[config.mk]
export PLATFORM = sky130hd
export DESIGN_NAME = apb4_mem_slave
export DESIGN_NICKNAME = d
export VERILOG_FILES = /design/src/rtl/apb4_mem_slave.sv
export SDC_FILE = /design/constraint.sdc
export NUM_CORES = 2
export LEC_CHECK = 0
export BUFFER_PORTS_ARGS = -buffer_cell sky130_fd_sc_hd__buf_4
export CORE_MARGIN = 8
export CORE_UTILIZATION = 47
export DETAILED_ROUTE_END_ITERATION = 10
export MAX_ROUTING_LAYER = met4
export PLACE_DENSITY = 0.7
export SYNTH_ARGS = -nofsm -noshare
export SYNTH_HDL_FRONTEND = slang
export SYNTH_SLANG_ARGS = --single-unit
[constraint.sdc]
create_clock -name PCLK -period 5.3 [get_ports PCLK]
set_input_delay 1.06 -clock PCLK [delete_from_list [all_inputs] [get_ports PCLK]]
set_output_delay 1.06 -clock PCLK [all_outputs]
set_load 0.03 [all_outputs]
[src/rtl/apb4_mem_slave.sv]
// APB4 completer backed by a word-organised memory with byte strobes,
// a fixed number of PREADY wait states, and PSLVERR on bad addresses.
module apb4_mem_slave #(
    parameter int unsigned DATA_WIDTH  = 32,
    parameter int unsigned ADDR_WIDTH  = 32,
    parameter int unsigned MEM_DEPTH   = 64,
    parameter int unsigned WAIT_STATES = 1
) (
    input  logic                    PCLK,
    input  logic                    PRESET,
    input  logic                    PSEL,
    input  logic                    PENABLE,
    input  logic                    PWRITE,
    input  logic [ADDR_WIDTH-1:0]   PADDR,
    input  logic [DATA_WIDTH-1:0]   PWDATA,
    input  logic [DATA_WIDTH/8-1:0] PSTRB,
    output logic                    PREADY,
    output logic [DATA_WIDTH-1:0]   PRDATA,
    output logic                    PSLVERR
);

    localparam int unsigned STRB_W = DATA_WIDTH / 8;
    localparam int unsigned OFFS   = $clog2(STRB_W);
    localparam int unsigned IDX_W  = (MEM_DEPTH > 1) ? $clog2(MEM_DEPTH) : 1;
    localparam int unsigned CNT_W  = (WAIT_STATES > 0) ? $clog2(WAIT_STATES + 1) : 1;

    typedef enum logic {
        IDLE,
        ACCESS
    } state_t;

    state_t                  state, state_n;
    logic [CNT_W-1:0]        cnt, cnt_n;
    logic                    pready_q, pready_n;
    logic [DATA_WIDTH-1:0]   prdata_q, prdata_n;
    logic                    pslverr_q, pslverr_n;
    logic                    wr_q, wr_n;
    logic                    err_q, err_n;
    logic [IDX_W-1:0]        idx_q, idx_n;
    logic [DATA_WIDTH-1:0]   wdata_q, wdata_n;
    logic [STRB_W-1:0]       strb_q, strb_n;
    logic                    commit;

    logic [DATA_WIDTH-1:0]   mem [MEM_DEPTH];

    // Address decode of the live bus, used only at the setup edge
    logic [ADDR_WIDTH-1:0]   addr_word;
    logic [IDX_W-1:0]        addr_idx;
    logic                    addr_err;
    logic [IDX_W-1:0]        rd_idx;
    logic [DATA_WIDTH-1:0]   rd_word;

    assign addr_word = PADDR >> OFFS;
    assign addr_idx  = addr_word[IDX_W-1:0];
    assign addr_err  = (addr_word >= ADDR_WIDTH'(MEM_DEPTH)) ||
                       ((PADDR & ADDR_WIDTH'(STRB_W - 1)) != '0);

    // Zero-wait responses read at the setup edge, otherwise from the latched index
    assign rd_idx  = (state == IDLE) ? addr_idx : idx_q;
    assign rd_word = mem[rd_idx];

    // Next-state and next-output logic
    always_comb begin
        state_n   = state;
        cnt_n     = cnt;
        pready_n  = pready_q;
        prdata_n  = prdata_q;
        pslverr_n = pslverr_q;
        wr_n      = wr_q;
        err_n     = err_q;
        idx_n     = idx_q;
        wdata_n   = wdata_q;
        strb_n    = strb_q;
        commit    = 1'b0;

        unique case (state)
            IDLE: begin
                if (PSEL && !PENABLE) begin
                    wr_n    = PWRITE;
                    err_n   = addr_err;
                    idx_n   = addr_idx;
                    wdata_n = PWDATA;
                    strb_n  = PSTRB;
                    cnt_n   = CNT_W'(WAIT_STATES);
                    state_n = ACCESS;
                    if (WAIT_STATES == 0) begin
                        pready_n  = 1'b1;
                        prdata_n  = (PWRITE || addr_err) ? '0 : rd_word;
                        pslverr_n = addr_err;
                    end
                end
            end
            ACCESS: begin
                if (!PSEL) begin
                    // Requester abandoned the transfer: drop it without committing
                    state_n   = IDLE;
                    cnt_n     = '0;
                    pready_n  = 1'b0;
                    prdata_n  = '0;
                    pslverr_n = 1'b0;
                end else if (pready_q && PENABLE) begin
                    commit    = wr_q && !err_q;
                    state_n   = IDLE;
                    pready_n  = 1'b0;
                    prdata_n  = '0;
                    pslverr_n = 1'b0;
                end else if (cnt != '0) begin
                    cnt_n = cnt - CNT_W'(1);
                    if (cnt == CNT_W'(1)) begin
                        pready_n  = 1'b1;
                        prdata_n  = (wr_q || err_q) ? '0 : rd_word;
                        pslverr_n = err_q;
                    end
                end
            end
            default: state_n = IDLE;
        endcase
    end

    // FSM state register
    always_ff @(posedge PCLK) begin
        if (PRESET) begin
            state <= IDLE;
        end else begin
            state <= state_n;
        end
    end

    // Registered outputs and latched setup values
    always_ff @(posedge PCLK) begin
        if (PRESET) begin
            cnt       <= '0;
            pready_q  <= 1'b0;
            prdata_q  <= '0;
            pslverr_q <= 1'b0;
            wr_q      <= 1'b0;
            err_q     <= 1'b0;
            idx_q     <= '0;
            wdata_q   <= '0;
            strb_q    <= '0;
        end else begin
            cnt       <= cnt_n;
            pready_q  <= pready_n;
            prdata_q  <= prdata_n;
            pslverr_q <= pslverr_n;
            wr_q      <= wr_n;
            err_q     <= err_n;
            idx_q     <= idx_n;
            wdata_q   <= wdata_n;
            strb_q    <= strb_n;
        end
    end

    // Storage: cleared on reset, byte-lane writes at the completion edge
    always_ff @(posedge PCLK) begin
        if (PRESET) begin
            for (int i = 0; i < int'(MEM_DEPTH); i++) begin
                mem[i] <= '0;
            end
        end else if (commit) begin
            for (int b = 0; b < int'(STRB_W); b++) begin
                if (strb_q[b]) begin
                    mem[idx_q][8*b +: 8] <= wdata_q[8*b +: 8];
                end
            end
        end
    end

    assign PREADY  = pready_q;
    assign PRDATA  = prdata_q;
    assign PSLVERR = pslverr_q;

endmodule

**After elaboration in Yosys (flattened, before gate mapping)**

Memory sizes are Yosys's and may differ from the RTL's.
Cells that the tools add are included.
W data, S select, Z words.

- Reductions and logical operators: 12
- Equality and inequality tests: 3
- $lt $le $gt $ge: 1
- Bitwise logic cells: 1
- Multiplexer cells: 44
- $add $sub $neg: 1

Operator list:

| operator | number |
|---|---|
| $mux W32 | 5 |
| $mux W1 | 34 |
| $reduce_bool A32 Y1 | 1 |
| $reduce_or A32 Y1 | 1 |
| $ge A30 B7 Y1 const B | 1 |
| $mux W6 | 2 |
| $reduce_and A2 Y1 | 3 |
| $mux W4 | 1 |
| $pmux W1 S2 | 2 |
| $logic_and A1 B1 Y1 | 3 |
| $ne A3 B1 Y1 const B | 1 |
| $ne A3 B3 Y1 const B | 1 |
| $logic_not A1 Y1 | 2 |
| $logic_or A1 B1 Y1 | 2 |
| $ne A2 B1 Y1 const B | 1 |
| $not A1 Y1 | 1 |
| $sub A1 B1 Y1 const B | 1 |

- Output and inout bits: 34
- Memories: 1
- Word-level logic and storage cells: 73
- Register bits after elaboration: 80
- RAM bits: 2048
- Input port bits: 73

Memories:

| name | words | width | rd ports | clocked after Yosys merged registers in | wr ports | RTL line | text |
|---|---|---|---|---|---|---|---|
| mem | 64 | 32 | 1 | 0 | 64 | 44 | `logic [DATA_WIDTH-1:0] mem [MEM_DEPTH];` |

**Longest topological paths before layout**

- Word-level depth: 10
- Mapped depth: 14

**Least setup slack after synthesis**

OpenSTA, ideal clock, no wires.

- Kind: input port to flip-flop
- From: input PRESET
- To: memory mem[28][24], enable pin
- Path buffers: 3
- Slack: 2049 ps
- Cell stages on the path: 8
- Arrival time: 2941 ps
- Setup time: 309 ps
- Cells stage by stage: clkbuf_1 -> nor2b_1 -> nand4_1 -> or4b_2 -> buf_2 -> buf_1 -> nor2_1 -> or2_2

RTL lines:

| item | RTL line | text |
|---|---|---|
| start, declared | 10 | `input logic PRESET,` |
| end, declared | 44 |  |

**Worst setup path in the final report**

- From: register state
- To: register prdata_q[25] (netlist: PRDATA[25])

- Longest elaborated chain between the ends: 6
- Elaborated cells between the ends (all ways): 7
- Those cells by class: 5 x mux; 1 x reduce/logical; 1 x memory

RTL lines:

| item | RTL line | text |
|---|---|---|
| start, declared | 32 | `state_t state, state_n;` |
| start signal, assigned | 125 | `state <= state_n;` |
| $mux W6 | 59 | `assign rd_idx = (state == IDLE) ? addr_idx : idx_q;` |
| $mem_v2 Z64 W32 | - |  |
| $mux W32 | 111 | `prdata_n = (wr_q \|\| err_q) ? '0 : rd_word;` |
| $mux W32 | 107 | `end else if (cnt != '0) begin` |
| $mux W32 | 101 | `end else if (pready_q && PENABLE) begin` |
| $mux W32 | 94 | `if (!PSEL) begin` |
| end signal, assigned | 144 | `prdata_q <= prdata_n;` |
| end, declared | 35 | `logic [DATA_WIDTH-1:0] prdata_q, prdata_n;` |

Parallel ways exist; a longest one is shown, timed or not. The select of a mux whose other input is x is not followed.
A chain may end at the register's enable or synchronous reset.

==> summary.txt <==
Run status
  • Status: complete, no violations

Global routing
  • Grt met2 use: 0.402
  • Total GRT Usage: 0.273
  • Antenna violations before repair: 25
  • Number of global-route vias before repair: 65,400
  • Gr busiest metal: met2
  • Met3 Track Usage GR: 0.0657
  • GR met1 Demand/Resource: 0.352
  • Largest net degree at the start of global routing: 90
  • GR Overflow Total: 0
  • First-pass GRT wire length: 449,000 um

Clocking
  • Clock Latency Late Sink: 0.88 ns
  • Post-CTS setup buffers: 0
  • Clock Tree Buf Depth: 3
  • CTS Hold Bufs: 0
  • Clk sinks: 2,128
  • Root buffer cell: clkbuf_16
  • CTS tree: yes
  • Num CTS Buffers: 209
  • Resized Gates After CTS: 0
  • Worst-path clk slew: 0.06 ns
  • H-tree depth: 4

Floorplan
  • Num rows: 169
  • Io pins: 107
  • Die area: 227,000 um2
  • Core ar.: 211,000 um2
  • Die width: 477 um
  • Initial Util: 0.471
  • Die span in y: 477 um

Hold path
  • Hold Crit Class: input pin to flop

Finish
  • Area of the multi-input gates: 33,900 um2
  • Nets: 8,448
  • Synthesis-to-finish area growth: 10.2%
  • Fin util: 0.520
  • Register area: 63,200 um2
  • Share of cells above drive strength 1: 0.113
  • Layout filler cell count: 17,800

Power
  • Leak: 40.1 nW
  • VDD IR max: 361 uV
  • Pwr Density: 338 nW/um2
  • Pwr Total: 37.2 mW

Critical path
  • Maximum fanout along the worst path: 87
  • Crit path buffers/inverters: 1
  • CP Class: flop to flop
  • Critical path capture point type: flop
  • CP Data Required Time: 6.01 ns
  • CP max-delay cell: dfxtp_2
  • Cell family with most CP delay: compound AO/OA/AOI/OAI gates
  • Max incr delay on CP: 0.92 ns
  • Register-to-register setup slack: 0.95 ns
  • Cell mode on critical path: mux2i_1
  • CP cell instances: mux2_8 > buf_4 > mux2i_1 > mux2i_1 > o2111ai_1 > o311ai_0 > a32oi_1 > o21ai_0
  • Arr. time, crit path: 5.06 ns
  • Type of origin of the critical path: flop

STA
  • Setup violators final: 0
  • Slew @ Worst Pin: 1.34 ns
  • RSZ-0062 raised after global routing: no
  • Max-slew violation count: 0
  • Final worst setup slack: 0.954 ns
  • Fin crit share: 0.820
  • F_max: 230 MHz
  • Setup TNS Final: 0 ns
  • Fin crit period: 4.35 ns
  • Rel. slew slack: 0.105
  • Clock skew: 0.0406 ns
  • Final hold vios: 0
  • Final hold slack: 0.421 ns

Logic synthesis
  • Synth area leaders: edfxtp_1 (62%), and2_1 (13%), nand2_1 (5.5%)
  • Total of warnings raised by yosys: 0
  • Syn_area_per_cell: 11.6 um2
  • Top cell type's share of synthesized area: 0.617
  • FF+latch count, synth: 2,128
  • Synth Cell Area: 99,700 um2
  • Most frequent cell after synthesis: and2_1
  • Mapped Nets: 8,635
  • Synth unique cells: 60
  • Post-synthesis sequential area ratio: 0.633
  • Synth Flop Type: edfxtp_1
  • Synth cell count leaders: and2_1 (2,050), edfxtp_1 (2,048), nand2_1 (1,453)
  • Post-Syn Instances: 8,562
  • Largest area contributor in the netlist: edfxtp_1
  • Ys async rst share: 0
  • Post-synth EDFFs: 2,048

Flow run
  • Max cap viols: 0

Routing
  • DR iter-0 viols: 9,835
  • Routed length per placed instance: 27.5 um
  • Via count: 68,700
  • Final ANT Viol Nets: 0
  • Final WL: 314,000 um
  • # DRC: 0
  • DR pass1 iterations: 8
  • Via density: 6.03

Placement
  • Gpl congestion: 0.931
  • Detailed Place HPWL: 193,000 um
  • Pre-CTS WS: 0.438 ns
  • I/O Buffers: 106
sequential cells by signal, summed over array words and instances, names as in the netlist:
register  flops
PRDATA       32
PREADY        1
PSLVERR       1
cnt           1
err_q         1
idx_q         6
mem        2048
state         1
strb_q        4
wdata_q      32
wr_q          1
metrics by stage:
step | area, um2 | instances
6_report | 110000 | 11400
5_1_grt | 110000 | 11400
4_1_cts | 110000 | 11400
3_5_place_dp | 103000 | 11000
3_3_place_gp | 103000 | 11000
2_1_floorplan | 99700 | 8562
tightest hold or removal path: cells and delay by family:
kind / cells / cell delay [ns]
simple gates: 1 / 0.04
buf+inv: 1 / 0.11
compound gates: 1 / 0.05
final cells by class:
cell class	instances	area share
inverter	5	0.000171
multi-input combinational	5780	0.309
tap	2821	0.0321
timing repair buffer	251	0.0206
clock inverter	104	0.0104
sequential	2128	0.575
clock buffer	288	0.0520
antenna	27	0.000615
layer usage:
layer	up-vias	routed length (um)
met2	4493	138000
li1	29700	-
met5	-	0
met4	0	20600
met1	33700	117000
met3	857	37800
power breakdown:
part           switching [mW]  leakage [nW]  internal (mW)
Combinational            1.96          15.0          0.824
Clock                    6.61          3.32           8.42
Sequential              0.463          21.8           18.9
kinds of logic after synthesis:
logic type | Yosys count | share of synthesized area
buffers and inverters | 654 | 0.0283
muxes | 350 | 0.0448
AOI/OAI and AO/OA | 698 | 0.0475
and+or+nand+nor | 4732 | 0.246
DFF | 2128 | 0.633
placed cells by master, fill, tap and decap left out, drive strengths merged, types with 201 or more instances in the layout:
master	n
a21oi	201
and2	2050
buf	251
clkbuf	288
edfxtp	2048
mux2i	269
nand2	1453
nand3	592
nor2	277
or2	258
final timing paths:
check,cells after the start,start,endpoint
max,8,state,PRDATA[25]
min,3,PWDATA[8],wdata_q[8]
max reg2reg,8,state,PRDATA[25]
min reg2reg,2,strb_q[3],strb_q[3]
No activity file was read; power rests on OpenSTA's default activity.
